--- config.mk ---
export PLATFORM = sky130hd
export DESIGN_NAME = ballot_terminal
export DESIGN_NICKNAME = d
export VERILOG_FILES = /design/src/rtl/ballot_terminal.sv
export SDC_FILE = /design/constraint.sdc
export NUM_CORES = 1
export LEC_CHECK = 0
export ABC_AREA = 1
export BUFFER_PORTS_ARGS = -buffer_cell sky130_fd_sc_hd__clkbuf_2
export CAP_MARGIN = 30
export CORE_ASPECT_RATIO = 0.5
export CORE_MARGIN = 3
export CORE_UTILIZATION = 40
export DETAILED_ROUTE_END_ITERATION = 6
export SYNTH_ARGS = -nofsm -noshare
export SYNTH_HDL_FRONTEND = slang
export SYNTH_SLANG_ARGS = --single-unit
--- constraint.sdc ---
create_clock -name CLK -period 2.8 [get_ports CLK]
set_clock_uncertainty 0.15 [all_clocks]
set_input_delay 0.14 -clock CLK [delete_from_list [all_inputs] [get_ports CLK]]
set_output_delay 0.14 -clock CLK [all_outputs]
set_load 0.02 [all_outputs]
--- src/rtl/ballot_terminal.sv ---
// rtl/ballot_terminal.sv - voter request queue, election issue FSM and phase timer (optional LOCAL_PHASE_CHECK_EN)
module ballot_terminal (
    input  logic       CLK,
    input  logic       RST_N,
    input  logic       req_valid,
    output logic       req_ready,
    input  logic [1:0] req_mode,
    input  logic [5:0] req_userID,
    input  logic [1:0] req_candidate,
    output logic       resp_valid,
    input  logic       resp_ready,
    output logic [5:0] resp_userID,
    output logic [2:0] resp_code,
    output logic       elec_valid,
    output logic [1:0] mode,
    output logic [5:0] userID,
    output logic [1:0] candidate,
    input  logic       AlreadyRegistered,
    input  logic       AlreadyVoted,
    input  logic       NotRegistered,
    input  logic       VotingHasNotStarted,
    input  logic       RegistrationHasEnded,
    output logic [1:0] phase
);

    localparam logic [7:0] COUNT_MAX = 8'd201;
    localparam logic [1:0] PH_REG    = 2'd0;
    localparam logic [1:0] PH_VOTE   = 2'd1;
    localparam logic [1:0] PH_CLOSED = 2'd2;

    typedef enum logic [1:0] {
        S_IDLE  = 2'd0,
        S_ISSUE = 2'd1,
        S_WAIT  = 2'd2,
        S_RESP  = 2'd3
    } state_t;

    state_t      state_q;
    logic [7:0]  count_q, count_d;
    logic [9:0]  fifo_q [4];
    logic [1:0]  wr_ptr_q, rd_ptr_q;
    logic [2:0]  occ_q, occ_d;
    logic        push, pop;
    logic [9:0]  head;
    logic [1:0]  head_mode;
    logic [5:0]  head_id;
    logic [1:0]  head_cand;
    logic [5:0]  hold_id_q;
    logic [2:0]  status_code;

    logic        resp_valid_q;
    logic [5:0]  resp_userID_q;
    logic [2:0]  resp_code_q;
    logic        elec_valid_q;
    logic [1:0]  mode_q;
    logic [5:0]  userID_q;
    logic [1:0]  candidate_q;

    // Saturating cycle counter drives the election phase
    always_comb begin
        count_d = count_q;
        if (count_q != COUNT_MAX) begin
            count_d = count_q + 8'd1;
        end
    end

    // Counter register
    always_ff @(posedge CLK or negedge RST_N) begin
        if (!RST_N) begin
            count_q <= 8'd0;
        end else begin
            count_q <= count_d;
        end
    end

    // Phase decode from the counter
    always_comb begin
        phase = PH_CLOSED;
        if (count_q <= 8'd100) begin
            phase = PH_REG;
        end else if (count_q <= 8'd200) begin
            phase = PH_VOTE;
        end
    end

    // Ready depends only on registered occupancy, so a pop never frees a slot combinationally
    assign req_ready = (occ_q != 3'd4);
    assign push      = req_valid && req_ready;
    assign pop       = (state_q == S_IDLE) && (occ_q != 3'd0);
    assign head      = fifo_q[rd_ptr_q];
    assign head_mode = head[9:8];
    assign head_id   = head[7:2];
    assign head_cand = head[1:0];

    // Occupancy next state: simultaneous push and pop leave it unchanged
    always_comb begin
        occ_d = occ_q;
        if (push && !pop) begin
            occ_d = occ_q + 3'd1;
        end else if (pop && !push) begin
            occ_d = occ_q - 3'd1;
        end
    end

    // FIFO storage; contents need no reset because occupancy gates every read
    always_ff @(posedge CLK) begin
        if (push) begin
            fifo_q[wr_ptr_q] <= {req_mode, req_userID, req_candidate};
        end
    end

    // FIFO pointers wrap naturally at 4 entries
    always_ff @(posedge CLK or negedge RST_N) begin
        if (!RST_N) begin
            wr_ptr_q <= 2'd0;
            rd_ptr_q <= 2'd0;
            occ_q    <= 3'd0;
        end else begin
            if (push) begin
                wr_ptr_q <= wr_ptr_q + 2'd1;
            end
            if (pop) begin
                rd_ptr_q <= rd_ptr_q + 2'd1;
            end
            occ_q <= occ_d;
        end
    end

    // Status-to-code priority, most specific rejection first
    always_comb begin
        status_code = 3'd0;
        if (AlreadyRegistered) begin
            status_code = 3'd1;
        end else if (AlreadyVoted) begin
            status_code = 3'd2;
        end else if (NotRegistered) begin
            status_code = 3'd3;
        end else if (VotingHasNotStarted) begin
            status_code = 3'd4;
        end else if (RegistrationHasEnded) begin
            status_code = 3'd5;
        end
    end

    // Request sequencer: pop, issue to the election block, collect status, hand back a result
    always_ff @(posedge CLK or negedge RST_N) begin
        if (!RST_N) begin
            state_q       <= S_IDLE;
            hold_id_q     <= 6'd0;
            resp_valid_q  <= 1'b0;
            resp_userID_q <= 6'd0;
            resp_code_q   <= 3'd0;
            elec_valid_q  <= 1'b0;
            mode_q        <= 2'd0;
            userID_q      <= 6'd0;
            candidate_q   <= 2'd0;
        end else begin
            case (state_q)
                S_IDLE: begin
                    if (pop) begin
                        hold_id_q <= head_id;
                        if (phase == PH_CLOSED) begin
                            resp_code_q   <= 3'd6;
                            resp_userID_q <= head_id;
                            resp_valid_q  <= 1'b1;
                            state_q       <= S_RESP;
`ifdef LOCAL_PHASE_CHECK_EN
                        end else if ((head_mode == 2'd1) && (phase == PH_REG)) begin
                            resp_code_q   <= 3'd4;
                            resp_userID_q <= head_id;
                            resp_valid_q  <= 1'b1;
                            state_q       <= S_RESP;
                        end else if ((head_mode == 2'd0) && (phase == PH_VOTE)) begin
                            resp_code_q   <= 3'd5;
                            resp_userID_q <= head_id;
                            resp_valid_q  <= 1'b1;
                            state_q       <= S_RESP;
`endif
                        end else begin
                            elec_valid_q <= 1'b1;
                            mode_q       <= head_mode;
                            userID_q     <= head_id;
                            candidate_q  <= head_cand;
                            state_q      <= S_ISSUE;
                        end
                    end
                end
                S_ISSUE: begin
                    elec_valid_q <= 1'b0;
                    state_q      <= S_WAIT;
                end
                S_WAIT: begin
                    resp_code_q   <= status_code;
                    resp_userID_q <= hold_id_q;
                    resp_valid_q  <= 1'b1;
                    state_q       <= S_RESP;
                end
                S_RESP: begin
                    if (resp_ready) begin
                        resp_valid_q <= 1'b0;
                        state_q      <= S_IDLE;
                    end
                end
                default: begin
                    state_q <= S_IDLE;
                end
            endcase
        end
    end

    assign resp_valid  = resp_valid_q;
    assign resp_userID = resp_userID_q;
    assign resp_code   = resp_code_q;
    assign elec_valid  = elec_valid_q;
    assign mode        = mode_q;
    assign userID      = userID_q;
    assign candidate   = candidate_q;

endmodule

After elaboration in Yosys (flattened, before gate mapping)
Memories as Yosys holds them, arrays and structs flattened.
Cells that the tools add are included.
{ "totals": {"regBits": 44, "ram_bits": 40, "input_bits": 19, "out_inout_bits": 24, "word_cells": 78, "mem_count": 1} }
{ "op_classes": {"addsub": 5, "order_cmp": 2, "eq_ne": 10, "n_mux": 28, "bitwise_logic": 1, "reduce_logical": 18} }
{ "memory_table": {"columns": ["name", "words", "width", "read_ports", "rd_clocked_by_memory_dff", "write_ports", "line_no", "source"], "rows": [
  ["fifo_q", 4, 10, 1, 0, 1, "40", "logic [9:0] fifo_q [4];"]
]} }
{ "ops": {"columns": ["operator", "count"], "rows": [
  ["3-bit two-way mux", 9],
  ["6-bit two-way mux", 2],
  ["6-bit one-hot mux with 2 select lines", 1],
  ["2-bit two-way mux", 5],
  ["3-bit AND reduction", 3],
  ["8-bit by 1-bit adder with 8-bit output, second input constant", 1],
  ["8-bit by 7-bit less-or-equal comparator with 1-bit output, second input constant", 1],
  ["8-bit less-or-equal comparator, second input constant", 1],
  ["8-bit != test, second input constant", 1],
  ["2-bit one-hot mux with 4 select lines", 1],
  ["1-bit two-way mux", 7],
  ["2-bit == test, second input constant", 3],
  ["2-bit != test, second input constant", 3],
  ["3-bit one-hot mux with 2 select lines", 1],
  ["2-bit nonzero test", 3],
  ["3-bit nonzero test", 2],
  ["2-bit by 1-bit adder with 2-bit output, second input constant", 2],
  ["1-bit logical AND", 4],
  ["2-bit AND reduction", 2],
  ["4-bit AND reduction", 1],
  ["3-bit by 1-bit adder with 3-bit output, second input constant", 1],
  ["3-bit != test, second input constant", 1],
  ["1-bit one-hot mux with 3 select lines", 1],
  ["3-bit by 1-bit subtractor with 3-bit output, second input constant", 1],
  ["other kinds (6)", 7]
]} }

Depth between registers and ports, before layout
{ "depth": {"depth_word": 7, "ltp_mapped": 11, "depth_no_buf": 10} }

Worst setup path before layout
Ideal clock, no wire load.
{ "synth_timing": {"path_type": "flip-flop to flip-flop", "startpoint": "reg state_q[0]", "endpoint": "reg occ_q[2]", "setup_ps": 131, "arrival_time_ps": 1999, "required_time_ps": 2519, "slack_ps": 520, "stages_incl_launch_ff": 12, "path_buffers": 2, "synth_period_minus_slack_ps": 2280, "path_cell_list": "dfrtp_1 -> inv_1 -> ha_1 -> buf_4 -> nand2_1 -> buf_4 -> ha_1 -> inv_1 -> fa_1 -> a21oi_1 -> o21ai_0 -> xor2_1"} }
{ "synth_between": {"elab_chain_len": 5, "elab_cells_between_ends": 7, "classes_between": "1 x mux; 6 x reduce/logical"} }
{ "synth_lines": {"columns": ["item", "line_no", "source"], "rows": [
  ["start, declared", "38", "state_t state_q;"],
  ["start signal, assigned", "148", "state_q <= S_IDLE;"],
  ["start signal, assigned", "166", "state_q <= S_RESP;"],
  ["start signal, assigned", "184", "state_q <= S_ISSUE;"],
  ["2-bit logical NOT (*)", "89", "assign pop = (state_q == S_IDLE) && (occ_q != 3'd0);"],
  ["1-bit logical AND (*)", "89", null],
  ["1-bit logical NOT", "98", "if (push && !pop) begin"],
  ["1-bit logical AND", "98", null],
  ["3-bit two-way mux or 2-bit nonzero test (tied branches)", null, null],
  ["end signal, assigned", "117", "occ_q <= 3'd0;"],
  ["end signal, assigned", "125", "occ_q <= occ_d;"],
  ["end, declared", "42", "logic [2:0] occ_q, occ_d;"]
]} }
Every way passes the cells marked *; elsewhere a longest branch is shown, timed or not.
A chain may end at the register's enable or synchronous reset.

Worst setup path in the final report
{ "layout_timing": {"startpoint": "reg occ_q[0]", "endpoint": "reg occ_q[1]"} }
{ "layout_between": {"elab_cells_between_ends": 13, "classes_between": "2 x add/sub; 1 x eq/ne; 2 x mux; 8 x reduce/logical"} }
{ "layout_rtl": {"columns": ["item", "line_no", "source"], "rows": [
  ["3-bit != test", "87", "assign req_ready = (occ_q != 3'd4);"],
  ["1-bit logical AND", "88", "assign push = req_valid && req_ready;"],
  ["net push", "43", "logic push, pop;"],
  ["1-bit logical AND", "98", null],
  ["3-bit two-way mux", "98", null],
  ["net occ_d[1]", "42", null]
]} }
The timed path passes the listed nets, and every way through them passes these cells. The select of a mux whose other input is x is not followed.

==> impl_metrics.json <==
{
  "post_cts_buffers": 0,
  "antenna_found_initial": 0,
  "gr-usage-all-layers": 0.149,
  "first_pass_iters": 5,
  "io_pins": 43,
  "grt_setup_unrepaired": "no",
  "crit_fanout": 6,
  "rows": 24,
  "final_cells": 569,
  "grt_pass1_wl_um": 12200,
  "core-area_um2": 9010,
  "fp.dieW_um": 144,
  "hpwl_um": 5190,
  "status": "finished, final reports clean",
  "gp_congestion": 0.816,
  "cts.clk_slew.worst_paths_ns": 0.06,
  "period_share": 0.787,
  "pre_cts_slack_ns": 0.589,
  "drive_gt1_frac": 0.204,
  "numPlacedInstances": 541,
  "cts_tree": "built",
  "timing.max_cap.violations": 0,
  "power.density_nw_per_um2": 1140,
  "overflow": 0,
  "ys_types": 33,
  "cts_hold_buf": 12,
  "synthArstFlopShare": 0.524,
  "tightest_slew_ns": 0.621,
  "syn2layout_area_growth_pct": 20.6,
  "yosysMostFrequentCell": "nand2_1",
  "avgSynthCellArea_um2": 10.0,
  "placed_area_um2": 4200,
  "worstPathArrival_ns": 2.28,
  "yosys.area.top_type": "edfxtp_1",
  "period_minus_slack_ns": 2.20,
  "required_ns": 2.87,
  "final_hold_viol_count": 0,
  "max_freq_mhz": 454,
  "die_h_um": 75.2,
  "synth_common_cells": "nand2_1, dfrtp_1, edfxtp_1",
  "wl_met1_um": 3730,
  "grt_pass1_vias": 2411,
  "avgRoutedWirePerCell_um": 13.1,
  "ys_seq_elements": 84,
  "ir_drop_v": 0.000430,
  "fin_hold_ws_ns": 0.0280,
  "post_cts_resized": 0,
  "utilization": 0.513,
  "ys_seq_area_frac": 0.601,
  "synth_edf_count": 40,
  "h-tree-depth": 3,
  "final_cell_area_um2": 4620,
  "worstSetupPathType": "reg2reg",
  "numCtsBuffers": 9,
  "remaining_drc_errors": 0,
  "dieArea_um2": 10900,
  "nets": 480,
  "syn-cell-area_um2": 3830,
  "drt-vias-per-instance": 4.60,
  "synthTopCellsByArea": "edfxtp_1, dfrtp_1, nand2_1",
  "cts_sinks": 84,
  "critPathLaunchType": "flip-flop",
  "finalPower_mw": 5.25,
  "diodes": 0,
  "vias": 2615,
  "met3WireLength_um": 379,
  "highest_layer": "met4",
  "setup_tns_ns": 0,
  "postSynthCellCount": 382,
  "p_leak_nw": 2.15,
  "drt-initial-drc-count": 227,
  "final_max_slew_viol_count": 0,
  "yosys_warnings": 0,
  "routed_wl_um": 7430,
  "grt_max_degree": 26,
  "dr_wl_met2_um": 3280,
  "root_buffer": "clkbuf_16",
  "clock_latency_ns": 0.34,
  "hp-class": "in2reg",
  "setup_violations": 0,
  "synth_top_area_share": 0.313,
  "antenna_left": 0,
  "clk_path_buf_depth": 2,
  "synthesis.nets": 415,
  "setup_ws_ns": 0.597,
  "slew_headroom": 0.586,
  "end_kind": "flip-flop",
  "port_buffers": 42,
  "synth_flop_cell": "dfrtp_1",
  "initial_utilization": 0.426
}
==> power by group <==
group          total (mW)  switching [mW]  internal, mW
Clock                1.21           0.506         0.703
Sequential           1.87           0.173          1.70
Combinational        2.17            1.43         0.738
==> layout by cell type (no fill, tap or decap), drive strengths merged <==
master | synthesis | final
a21oi | 5 | 5
a31oi | 1 | 1
and3 | 1 | 1
buf | 10 | 10
bufinv | 0 | 1
clkbuf | 0 | 51
clkinv | 1 | 3
dfrtp | 44 | 44
dlygate4sd3 | 0 | 12
edfxtp | 40 | 40
fa | 1 | 1
ha | 13 | 13
inv | 34 | 38
mux2 | 1 | 1
nand2 | 120 | 120
nand3 | 31 | 31
nand4 | 4 | 4
nor2 | 34 | 34
nor3 | 1 | 1
o211ai | 1 | 1
o21ai | 30 | 30
o21bai | 1 | 1
or2 | 1 | 1
xnor2 | 2 | 2
xor2 | 6 | 6
==> critical path, cell delays in order, from the launching register on <==
cell	delay, ns
dfrtp_1	0.42
nor2_1	0.18
nand2_1	0.10
nand2_1	0.18
inv_1	0.10
ha_1	0.20
inv_1	0.10
fa_1	0.41
mux2_2	0.26
==> layout make-up <==
cell class	instances	area [um^2]
Tap cell	117	146
Multi-Input combinational cell	253	1330
Inverter	35	131
Clock buffer	9	225
Clock inverter	7	78.8
Sequential cell	84	2300
Timing Repair Buffer	64	405
Fill cell	825	4390
==> registers in the layout, indices dropped and copies added, names as in the netlist <==
register	cells
resp_userID	6
resp_valid	1
count_q	8
userID	6
resp_code	3
mode	2
hold_id_q	6
wr_ptr_q	2
elec_valid	1
rd_ptr_q	2
candidate	2
fifo_q	40
occ_q	3
state_q	2
==> per-layer routing <==
metal | GRT usage | vias up
met3 | 0.0501 | 5
li1 | - | 1378
met2 | 0.233 | 45
met4 | 0.0403 | 0
met5 | 0 | -
met1 | 0.203 | 1187
==> worst paths after layout <==
path	start	to	slack (ns)	cells after the start
worst max register to register	occ_q[0]$_DFFE_PN0P_	occ_q[1]$_DFFE_PN0P_	0.60	8
worst max-delay path	occ_q[0]$_DFFE_PN0P_	occ_q[1]$_DFFE_PN0P_	0.60	8
worst min register to register	resp_userID[5]$_DFFE_PN0P_	resp_userID[5]$_DFFE_PN0P_	0.33	2
max in group asynchronous	RST_N	wr_ptr_q[1]$_DFFE_PN0P_	1.60	3
worst min-delay path	AlreadyVoted	resp_code[0]$_DFFE_PN0P_	0.03	5
min in group asynchronous	RST_N	resp_code[0]$_DFFE_PN0P_	0.19	2
==> kinds of logic (layout without fill, tap and decap cells) <==
logic type | after synthesis | after routing | synth area share
buffers and inverters | 45 | 115 | 0.0519
adders and majority gates | 14 | 14 | 0.0477
AOI/OAI and AO/OA | 38 | 38 | 0.0620
DFF | 84 | 84 | 0.601
muxes | 1 | 1 | 0.00294
xor gates and xnor gates | 8 | 8 | 0.0183
and+or+nand+nor | 192 | 192 | 0.217
Power figures use the tool's default switching activity.
